## src/rtl/fetch_unit.sv

```systemverilog
// Instruction fetch unit: single outstanding read on a valid/ready address+data bus.
// Optional response timeout enabled by defining FETCH_TIMEOUT_EN.
module fetch_unit #(
  parameter int unsigned TIMEOUT_CYCLES = 64
) (
  input  logic        clk,
  input  logic        rst,
  input  logic        inst_fetch,
  input  logic [31:0] pc,
  output logic [31:0] ir_addr,
  output logic        ir_addr_valid,
  input  logic        ir_addr_ready,
  input  logic [31:0] ir_data,
  input  logic        ir_data_valid,
  output logic        ir_data_ready,
  output logic [31:0] inst,
  output logic        inst_valid,
  output logic        fetch_busy,
  output logic        fetch_err
);

  typedef enum logic [1:0] {
    StIdle,
    StReq,
    StWait
  } state_e;

  state_e      r_state;
  state_e      w_state_d;
  logic [31:0] r_ir_addr;
  logic        r_addr_valid;
  logic        r_data_ready;
  logic [31:0] r_inst;
  logic        r_inst_valid;
  logic        w_accept;
  logic        w_done;
  logic        w_timeout;
  logic        w_addr_valid_d;
  logic        w_data_ready_d;

  // State register
  always_ff @(posedge clk) begin
    if (!rst) begin
      r_state <= StIdle;
    end else begin
      r_state <= w_state_d;
    end
  end

  // Next-state logic
  always_comb begin
    w_state_d = r_state;
    w_accept  = 1'b0;
    w_done    = 1'b0;
    case (r_state)
      StIdle: begin
        if (inst_fetch) begin
          w_accept  = 1'b1;
          w_state_d = StReq;
        end
      end
      StReq: begin
        if (r_addr_valid && ir_addr_ready) begin
          w_state_d = StWait;
        end
      end
      StWait: begin
        if (ir_data_valid) begin
          w_done    = 1'b1;
          w_state_d = StIdle;
        end else if (w_timeout) begin
          w_state_d = StIdle;
        end
      end
      default: w_state_d = StIdle;
    endcase
  end

  // Bus handshake outputs are decoded from the next state and then flopped,
  // so they never see a combinational path from the bus inputs.
  always_comb begin
    w_addr_valid_d = (w_state_d == StReq);
    w_data_ready_d = (w_state_d == StWait);
  end

  always_ff @(posedge clk) begin
    if (!rst) begin
      r_addr_valid <= 1'b0;
      r_data_ready <= 1'b0;
      r_ir_addr    <= 32'h0;
      r_inst       <= 32'h0;
      r_inst_valid <= 1'b0;
    end else begin
      r_addr_valid <= w_addr_valid_d;
      r_data_ready <= w_data_ready_d;
      r_inst_valid <= w_done;
      if (w_accept) begin
        r_ir_addr <= {pc[31:2], 2'b00};
      end
      if (w_done) begin
        r_inst <= ir_data;
      end
    end
  end

`ifdef FETCH_TIMEOUT_EN
  localparam int unsigned CntW = (TIMEOUT_CYCLES > 1) ? $clog2(TIMEOUT_CYCLES) : 1;
  localparam logic [CntW-1:0] CntLast = CntW'(TIMEOUT_CYCLES - 1);

  logic [CntW-1:0] r_cnt;
  logic            r_fetch_err;

  // Fires on the edge that ends the TIMEOUT_CYCLES-th empty wait cycle.
  assign w_timeout = (r_state == StWait) && !ir_data_valid && (r_cnt == CntLast);

  always_ff @(posedge clk) begin
    if (!rst) begin
      r_cnt       <= '0;
      r_fetch_err <= 1'b0;
    end else begin
      if (r_state != StWait && w_state_d == StWait) begin
        r_cnt <= '0;
      end else if (r_state == StWait && !ir_data_valid && !w_timeout) begin
        r_cnt <= r_cnt + 1'b1;
      end
      if (w_timeout) begin
        r_fetch_err <= 1'b1;
      end else if (w_accept) begin
        r_fetch_err <= 1'b0;
      end
    end
  end

  assign fetch_err = r_fetch_err;

  logic w_unused;
  assign w_unused = ^pc[1:0];
`else
  assign w_timeout = 1'b0;
  assign fetch_err = 1'b0;

  logic w_unused;
  assign w_unused = ^{pc[1:0], TIMEOUT_CYCLES[0]};
`endif

  assign ir_addr       = r_ir_addr;
  assign ir_addr_valid = r_addr_valid;
  assign ir_data_ready = r_data_ready;
  assign inst          = r_inst;
  assign inst_valid    = r_inst_valid;
  assign fetch_busy    = (r_state != StIdle);

endmodule

```

## config.mk

```make
export PLATFORM = sky130hd
export DESIGN_NAME = fetch_unit
export DESIGN_NICKNAME = d
export VERILOG_FILES = /design/src/rtl/fetch_unit.sv
export SDC_FILE = /design/constraint.sdc
export NUM_CORES = 1
export LEC_CHECK = 0
export BUFFER_PORTS_ARGS = -buffer_cell sky130_fd_sc_hd__buf_4
export CAP_MARGIN = 20
export CORE_MARGIN = 5
export CORE_UTILIZATION = 45
export CTS_CLUSTER_SIZE = 16
export DETAILED_ROUTE_END_ITERATION = 8
export PLACE_DENSITY = 0.77
export SKIP_CTS_REPAIR_TIMING = 1
export SYNTH_ARGS = -nofsm -noshare
export SYNTH_HDL_FRONTEND = slang
export SYNTH_SLANG_ARGS = --single-unit
export TNS_END_PERCENT = 50
```

## constraint.sdc

```tcl
create_clock -name clk -period 1.5 [get_ports clk]
set_clock_uncertainty 0.15 [all_clocks]
set_input_delay 0.225 -clock clk [delete_from_list [all_inputs] [get_ports clk]]
set_output_delay 0.225 -clock clk [all_outputs]
set_load 0.02 [all_outputs]
```

# ---- Word level (Yosys, flattened, before mapping)
# Cells that the tools add are included.
dict set report word_totals {
  regBits 67
}
dict set report op_classes {
  reduce_logical 3
  mux 8
  n_eq_ne 4
}
# operator count
set ops {}
lappend ops {{2-bit 2-to-1 mux} 3}
lappend ops {{2-bit case mux with 3 select lines} 1}
lappend ops {{2-bit by 1-bit equality test with 1-bit output, second input constant} 2}
lappend ops {{2-bit equality test, second input constant} 2}
lappend ops {{1-bit 2-to-1 mux} 4}
lappend ops {{2-bit zero test} 1}
lappend ops {{2-bit nonzero test} 1}
lappend ops {{1-bit logical AND} 1}

# ---- Logic depth before layout (Yosys ltp)
# Gate-level depths: netlist of the first run.
dict set report logic_depth {
  depth_word 4
  mapped_depth 4
  mapped_depth_nobuf 2
}

# ---- Worst setup path before layout of the first run
# Ideal clock, no wire load.
dict set report synth_path {
  path_kind {flip-flop to flip-flop}
  from {register r_state[0]}
  to {register r_inst_valid (netlist: inst_valid)}
  t_required_ns 1.234
  synth_period_minus_slack_ns 1.300
  t_arrival_ns 1.034
  path_slack_ns 0.200
  n_path_buf 2
  path_stages_with_launch 5
  setup_ns 0.116
  cell_sequence {dfxtp_1 > and3b_1 > buf_6 > buf_8 > and2_2}
}
dict set report synth_via {
  elab_chain_cells 2
}
# item line_no
set synth_lines {}
lappend synth_lines {{start, declared} 28} ;# state_e r_state;
lappend synth_lines {{start signal, assigned} 44} ;# r_state <= StIdle;
lappend synth_lines {{start signal, assigned} 46} ;# r_state <= w_state_d;
lappend synth_lines {{2-bit equality test} 55} ;# case (r_state)
lappend synth_lines {{1-bit 2-to-1 mux} 55}
lappend synth_lines {{end signal, assigned} 96} ;# r_inst_valid <= w_done;
lappend synth_lines {{end, declared} 34} ;# logic r_inst_valid;
# No other way between the ends.
# A chain may end at the register's enable or synchronous reset.

# ---- Final worst setup path of the first run
dict set report layout_path {
  from {register r_state[1]}
  to {register r_ir_addr[10] (netlist: ir_addr[10])}
}
dict set report layout_via {
  elab_chain_cells 2
}
# item line_no
set layout_lines {}
lappend layout_lines {{2-bit zero test} 55}
lappend layout_lines {{1-bit 2-to-1 mux} 55}
lappend layout_lines {{end signal, assigned} 98} ;# r_ir_addr <= {pc[31:2], 2'b00};
lappend layout_lines {{end, declared} 30} ;# logic [31:0] r_ir_addr;
# No other way between the ends.

==> impl_metrics.ini, run 1 <==
[cells_and_area]
area_delta_synth_final_pct = 49.7
nNetsFinal = 499
final_cells = 509
stdcell_area_sq_um = 4090
fill_cells = 500
diodes = 0
final_layout_size_suffix_gt1_frac = 0.369

[synth]
syn-instance-count = 290
yosys.area.top_type = dfxtp_1
ys_seq_area_frac = 0.491
netlist_area_sq_um = 2730
synth_warnings = 0
syn_area_per_cell_sq_um = 9.42
synth_area_leaders = dfxtp_1 (49%), mux2i_1 (23%), nand2_1 (17%), buf_2 (1.6%), buf_4 (1.6%)
synth_top_area_frac = 0.491
synthDistinctLibCells = 22
ys_ff_latch = 67

[die]
die_h_microns = 87.9
rows = 28
start_util = 0.461
core_sq_um = 5920
die_x_microns = 87.9
num_io_pins = 138
die_area_sq_um = 7730

[global_routing]
grt_usage = 0.167
grt_max_degree = 47
antenna_found_initial = 0
grt_pass1_wl_mm = 10.1
grt-ovfl-total = 0
grt_pass1_vias = 2201

[setup_path]
r2r_start = r_state[1]
worst_ep_required_time_ps = 1590
rrSetupSlack_ps = 30
r2r_cells = 4
arrival_ps = 1560
cp-start-kind = flop
cp-end-kind = flop
rr_endpoint = ir_addr[10]
path_class = reg -> reg
path_max_fanout = 29

[detailed_routing]
wl_per_cell_microns = 13.4
highest_layer = met4
dr_wl_met3_microns = 602
route.antenna.remaining_nets = 0
wl_mm = 6.84
drc = 0
vias = 2349
met2_length_mm = 3.43
first_pass_iters = 4
wl_met1_mm = 2.73
drt_iter0_markers = 96
drt-vias-per-instance = 4.61

[run]
drv_cap = 0

[clock_tree]
htree_num_levels = 3
cts_tree = built
numCtsBuffers = 9
cts_max_path_buffers = 2
cts_root_buf = clkbuf_8
clk_pin_slew_worst_paths_ps = 70
cts.sinks = 67
clk_latency_ps = 320

[pwr]
max-vdd-ir-drop_mv = 0.582
p_comb_frac = 0.154
p_clk_frac = 0.370
p_leak_nw = 1.87
p_sw_frac = 0.237
p_sw_mw = 0.940
cellInternalPower_mw = 3.02
power_frac_seq = 0.477
p_per_area_nw_per_um2 = 967

[hold_path]
hp-class = in -> reg
hold_path_depth = 3
min_from = ir_data[20]
min_to = inst[20]

[sta]
timing.hold.ws_ps = 1.17
max_freq_mhz = 681
fin_crit_sh = 0.979
rsz0062_at_grt = yes
slew_violations = 0
hold_violations = 0
finalSetupViolCount = 0
setup_tns_ps = 0
min_period_ps = 1470

[status]
status = completed

[placed_design]
dp.cells = 482
place_area_sq_um = 3750
gp_congestion = 0.741
io_buffers = 132
post-dp-hpwl_mm = 4.81
-- power groups by stage --
stage / logic (mW) / clock network, mW / registers [mW]
after floorplan: 0.225 / 0 / 2.00
after global placement: 0.570 / 0 / 1.92
after detailed placement: 0.581 / 0 / 1.93
after CTS: 0.583 / 1.52 / 1.89
after global routing: 0.661 / 1.61 / 1.89
final: 0.608 / 1.46 / 1.89
-- worst max-delay path, stage by stage, from the launching register on --
cell     delay, ps
dfxtp_4        360
buf_12         130
nor3b_4        230
buf_12         260
mux2i_1        240
-- flip-flops by register name, indices dropped and copies added (netlist names) --
register	cells
inst	32
ir_addr	30
r_state	2
inst_valid	1
ir_addr_valid	1
ir_data_ready	1
-- cell usage in the layout, fill, tap and decap left out, drive strengths merged --
cell type    count
and3b            1
bufinv           1
clkinv           1
nor2             1
a21boi           2
or2              1
nand3            1
buf            140
or3b             1
nand4b           1
dlygate4sd3     11
nor3b            1
mux2i           62
nand2          124
and2             1
conb             3
dfxtp           67
clkbuf          13
nor4bb           2
-- layer usage --
layer	global-route usage	vias up
met1	0.190	1056
met4	0.0711	0
met3	0.0640	9
met5	0	-
met2	0.278	79
li1	-	1205
-- stage by stage --
step | utilization | setup slack (ps) | total power [mW]
after detailed placement | 0.634 | 121 | 2.51
final | 0.691 | 31.2 | 3.96
after CTS | 0.667 | -65.2 | 3.99
after floorplan | - | 200 | 2.23
after global routing | 0.691 | -15.1 | 4.16
after global placement | 0.634 | 160 | 2.49
-- worst max-delay path by stage --
| stage | start | endpoint | slack (ps) |
|---|---|---|---|
| floorplan | r_state[0] | inst_valid | 200 |
| global placement | r_state[0] | inst_valid | 160 |
| detailed placement | r_state[1] | inst[22] | 120 |
| CTS | r_state[1] | fetch_busy | -70 |
| global route | r_state[1] | ir_addr[6] | -20 |
| finish | r_state[1] | ir_addr[10] | 30 |
-- cell type report --
type | instances | area, sq um | share of cell area
Clock buffer | 13 | 159 | 0.0388
Clock inverter | 2 | 35.0 | 0.00857
Sequential cell | 67 | 1350 | 0.329
Tap cell | 75 | 93.8 | 0.0229
Multi-Input combinational cell | 201 | 1200 | 0.294
Timing Repair Buffer | 151 | 1250 | 0.306
-- cell families after synthesis --
group / synth area share
simple gates: 0.200
compound gates: 0.00550
other cells: 0.00137
mux: 0.227
flops: 0.491
buf+inv: 0.0747
-- synth_stat cells, drive strengths merged --
cell,n
clkbuf,4
nand2,124
dlymetal6s2s,1
a21boi,2
dfxtp,67
nand3,1
and2,1
nand4b,1
or2,1
nor4bb,2
or3b,1
and3b,1
nor3b,1
mux2i,62
buf,19
nor2,1
conb,1
Note: power is estimated with default switching activity, not from simulation.
==> run 2, diff against run 1 <==
Settings changed: ABC_AREA from default to 1.
==> run 2 against run 1 <==
Critical path depth decreased by 1; register-to-register slack improved by 140 ps; utilization increased by 4.0 points; global-route usage increased by 2.0 points; the flow now finishes with violations (negative hold slack); hold slack got worse by 33 ps; combinational power increased by 31%; synthesized area increased by 3.2%; non-clock buffer count increased by 21; power increased by 5.6%; sequential power about the same.
==> impl_metrics.ini, run 2 <==
[setup_path]
r2r_cells = 6
cp-end-kind = primary output
arrival_ps = 1060
path_class = reg -> out
crit_chain = nor2_4, inv_1, buf_4
rrSetupSlack_ps = 170
cp_slowest_cell = dfxtp_1
worst_ep_required_time_ps = 1120
cp-start-kind = flop
path_max_fanout = 6
crit_path_max_incr_delay_ps = 340
r2r_start = r_state[0]
endpoint = fetch_busy
startpoint = r_state[0]
rr_endpoint = inst[7]

[synth]
synth-main-ff-cell = dfxtp_1
netlist_top_cells_count = nand2_1 (98), nor2_1 (96), dfxtp_1 (67)
yosysMostFrequentCell = nand2_1
synth_area_leaders = dfxtp_1 (48%), nand2_1 (13%), nor2_1 (13%), inv_1 (8.8%), a21oi_1 (6.0%)
ys_seq_area_frac = 0.476
synthArstFlopShare = 0
synth_warnings = 0
ys_ff_latch = 67
synthDistinctLibCells = 14
syn-instance-count = 425
syn_area_per_cell_sq_um = 6.63
synth_edf_count = 0
yosys.area.top_type = dfxtp_1
synth_top_area_frac = 0.476
netlist_area_sq_um = 2820

[detailed_routing]
drt_iter0_markers = 110
wl_per_cell_microns = 11.7
vias = 2922
first_pass_iters = 4
wl_mm = 7.73
route.antenna.remaining_nets = 0
drc = 0
drt-vias-per-instance = 4.43

[clock_tree]
cts_max_path_buffers = 2
clk_latency_ps = 330
numCtsBuffers = 9
cts_tree = built
cts_root_buf = clkbuf_8
htree_num_levels = 3
clk_pin_slew_worst_paths_ps = 70
cts.sinks = 67

[cells_and_area]
final_cell_mix = buf_4 (141), nand2_1 (98), nor2_1 (96), inv_1 (66), dfxtp_1 (66)
layout_commonest_cell = buf_4
diodes = 0
area_delta_synth_final_pct = 55.2
largest_reg_flops = 32
fill_cells = 474
nNetsFinal = 649
final_layout_size_suffix_gt1_frac = 0.276

[global_routing]
grt_pass1_wl_mm = 11.6
grt_pass1_vias = 2691
antenna_found_initial = 0
grt_max_degree = 66
grt_usage = 0.186
grt-ovfl-total = 0

[sta]
max_freq_mhz = 695
setup_tns_ps = 0
finalSetupViolCount = 0
min_period_ps = 1440
timing.hold.ws_ps = -31.7
slew_violations = 0
hold_violations = 3
fin_crit_sh = 0.960

[placed_design]
io_buffers = 132
gp_congestion = 0.766
post-dp-hpwl_mm = 5.21

[pwr]
max-vdd-ir-drop_mv = 0.707
p_leak_nw = 2.45
p_per_area_nw_per_um2 = 955
total_power_mw = 4.18

[hold_path]
hp-class = in -> reg

[die]
rows = 28
die_h_microns = 89.1
die_area_sq_um = 7950
core_sq_um = 5990
num_io_pins = 138
start_util = 0.471
die_x_microns = 89.1

[status]
status = finished, violations left
violations = negative hold slack

[run]
drv_cap = 0
[run 2: cell count changes after synthesis, sizes merged, moves of 3 or more]
cell	previous run	this run
nand2	124	98
clkbuf	4	8
inv	0	66
nand3	1	31
a21oi	0	34
mux2i	62	0
nor2	1	97
buf	19	22
[run 2: where the power goes]
group	switching, mW	total (mW)	internal [mW]
Combinational	0.394	0.794	0.400
Clock	0.618	1.47	0.849
Sequential	0.0475	1.92	1.87
[run 2: per-stage QoR]
step / hold WS, ps / std cells / worst slack, ps / util / instance area (sq um)
6_report: -31.7 / 659 / 60.7 / 0.730 / 4380
4_1_cts: -54.2 / 628 / -63.9 / 0.680 / 4070
3_3_place_gp: 296 / 613 / 265 / 0.648 / 3880
3_5_place_dp: 301 / 613 / 221 / 0.648 / 3880
5_1_grt: 4.73 / 659 / -9.00 / 0.730 / 4380
2_1_floorplan: 210 / 427 / 285 / - / 2830
[run 2: layer usage]
metal / part of all wire / vias up / GRT usage
li1: - / 1561 / -
met4: 0.011 / 0 / 0.0690
met5: 0 / - / 0
met3: 0.11 / 8 / 0.0793
met1: 0.42 / 1254 / 0.208
met2: 0.47 / 99 / 0.316
[run 2: worst max-delay path: cells and delay by family (launching register included)]
family,cells,cell delay (ps)
flops,1,340
simple gates,1,190
buf+inv,2,210
[run 2: how the worst min path moves through the flow]
stage                      from  endpoint  slack [ps]  cells past startpoint
global route        ir_data[16]  inst[16]           5                      3
global placement    ir_data[14]  inst[14]         300                      3
floorplan           ir_data[12]  inst[12]         210                      2
finish              ir_data[16]  inst[16]         -30                      3
CTS                 ir_data[20]  inst[20]         -50                      3
detailed placement  ir_data[20]  inst[20]         300                      3
[run 2: cell families after synthesis]
group | Yosys count | synth area share
AO/OA/AOI/OAI | 34 | 0.0604
buffers and inverters | 96 | 0.144
flip-flops | 67 | 0.476
other | 1 | 0.00133
AND/OR/NAND/NOR | 227 | 0.318
[run 2: cell type report]
type                       instances  area, sq um  share of cell area
clock inverter                     2         35.0             0.00801
sequential                        67         1340               0.307
timing repair buffer             172         1410               0.322
clock buffer                      13          159              0.0363
tap                               75         93.8              0.0214
multi-input combinational        264         1090               0.249
inverter                          66          248              0.0566
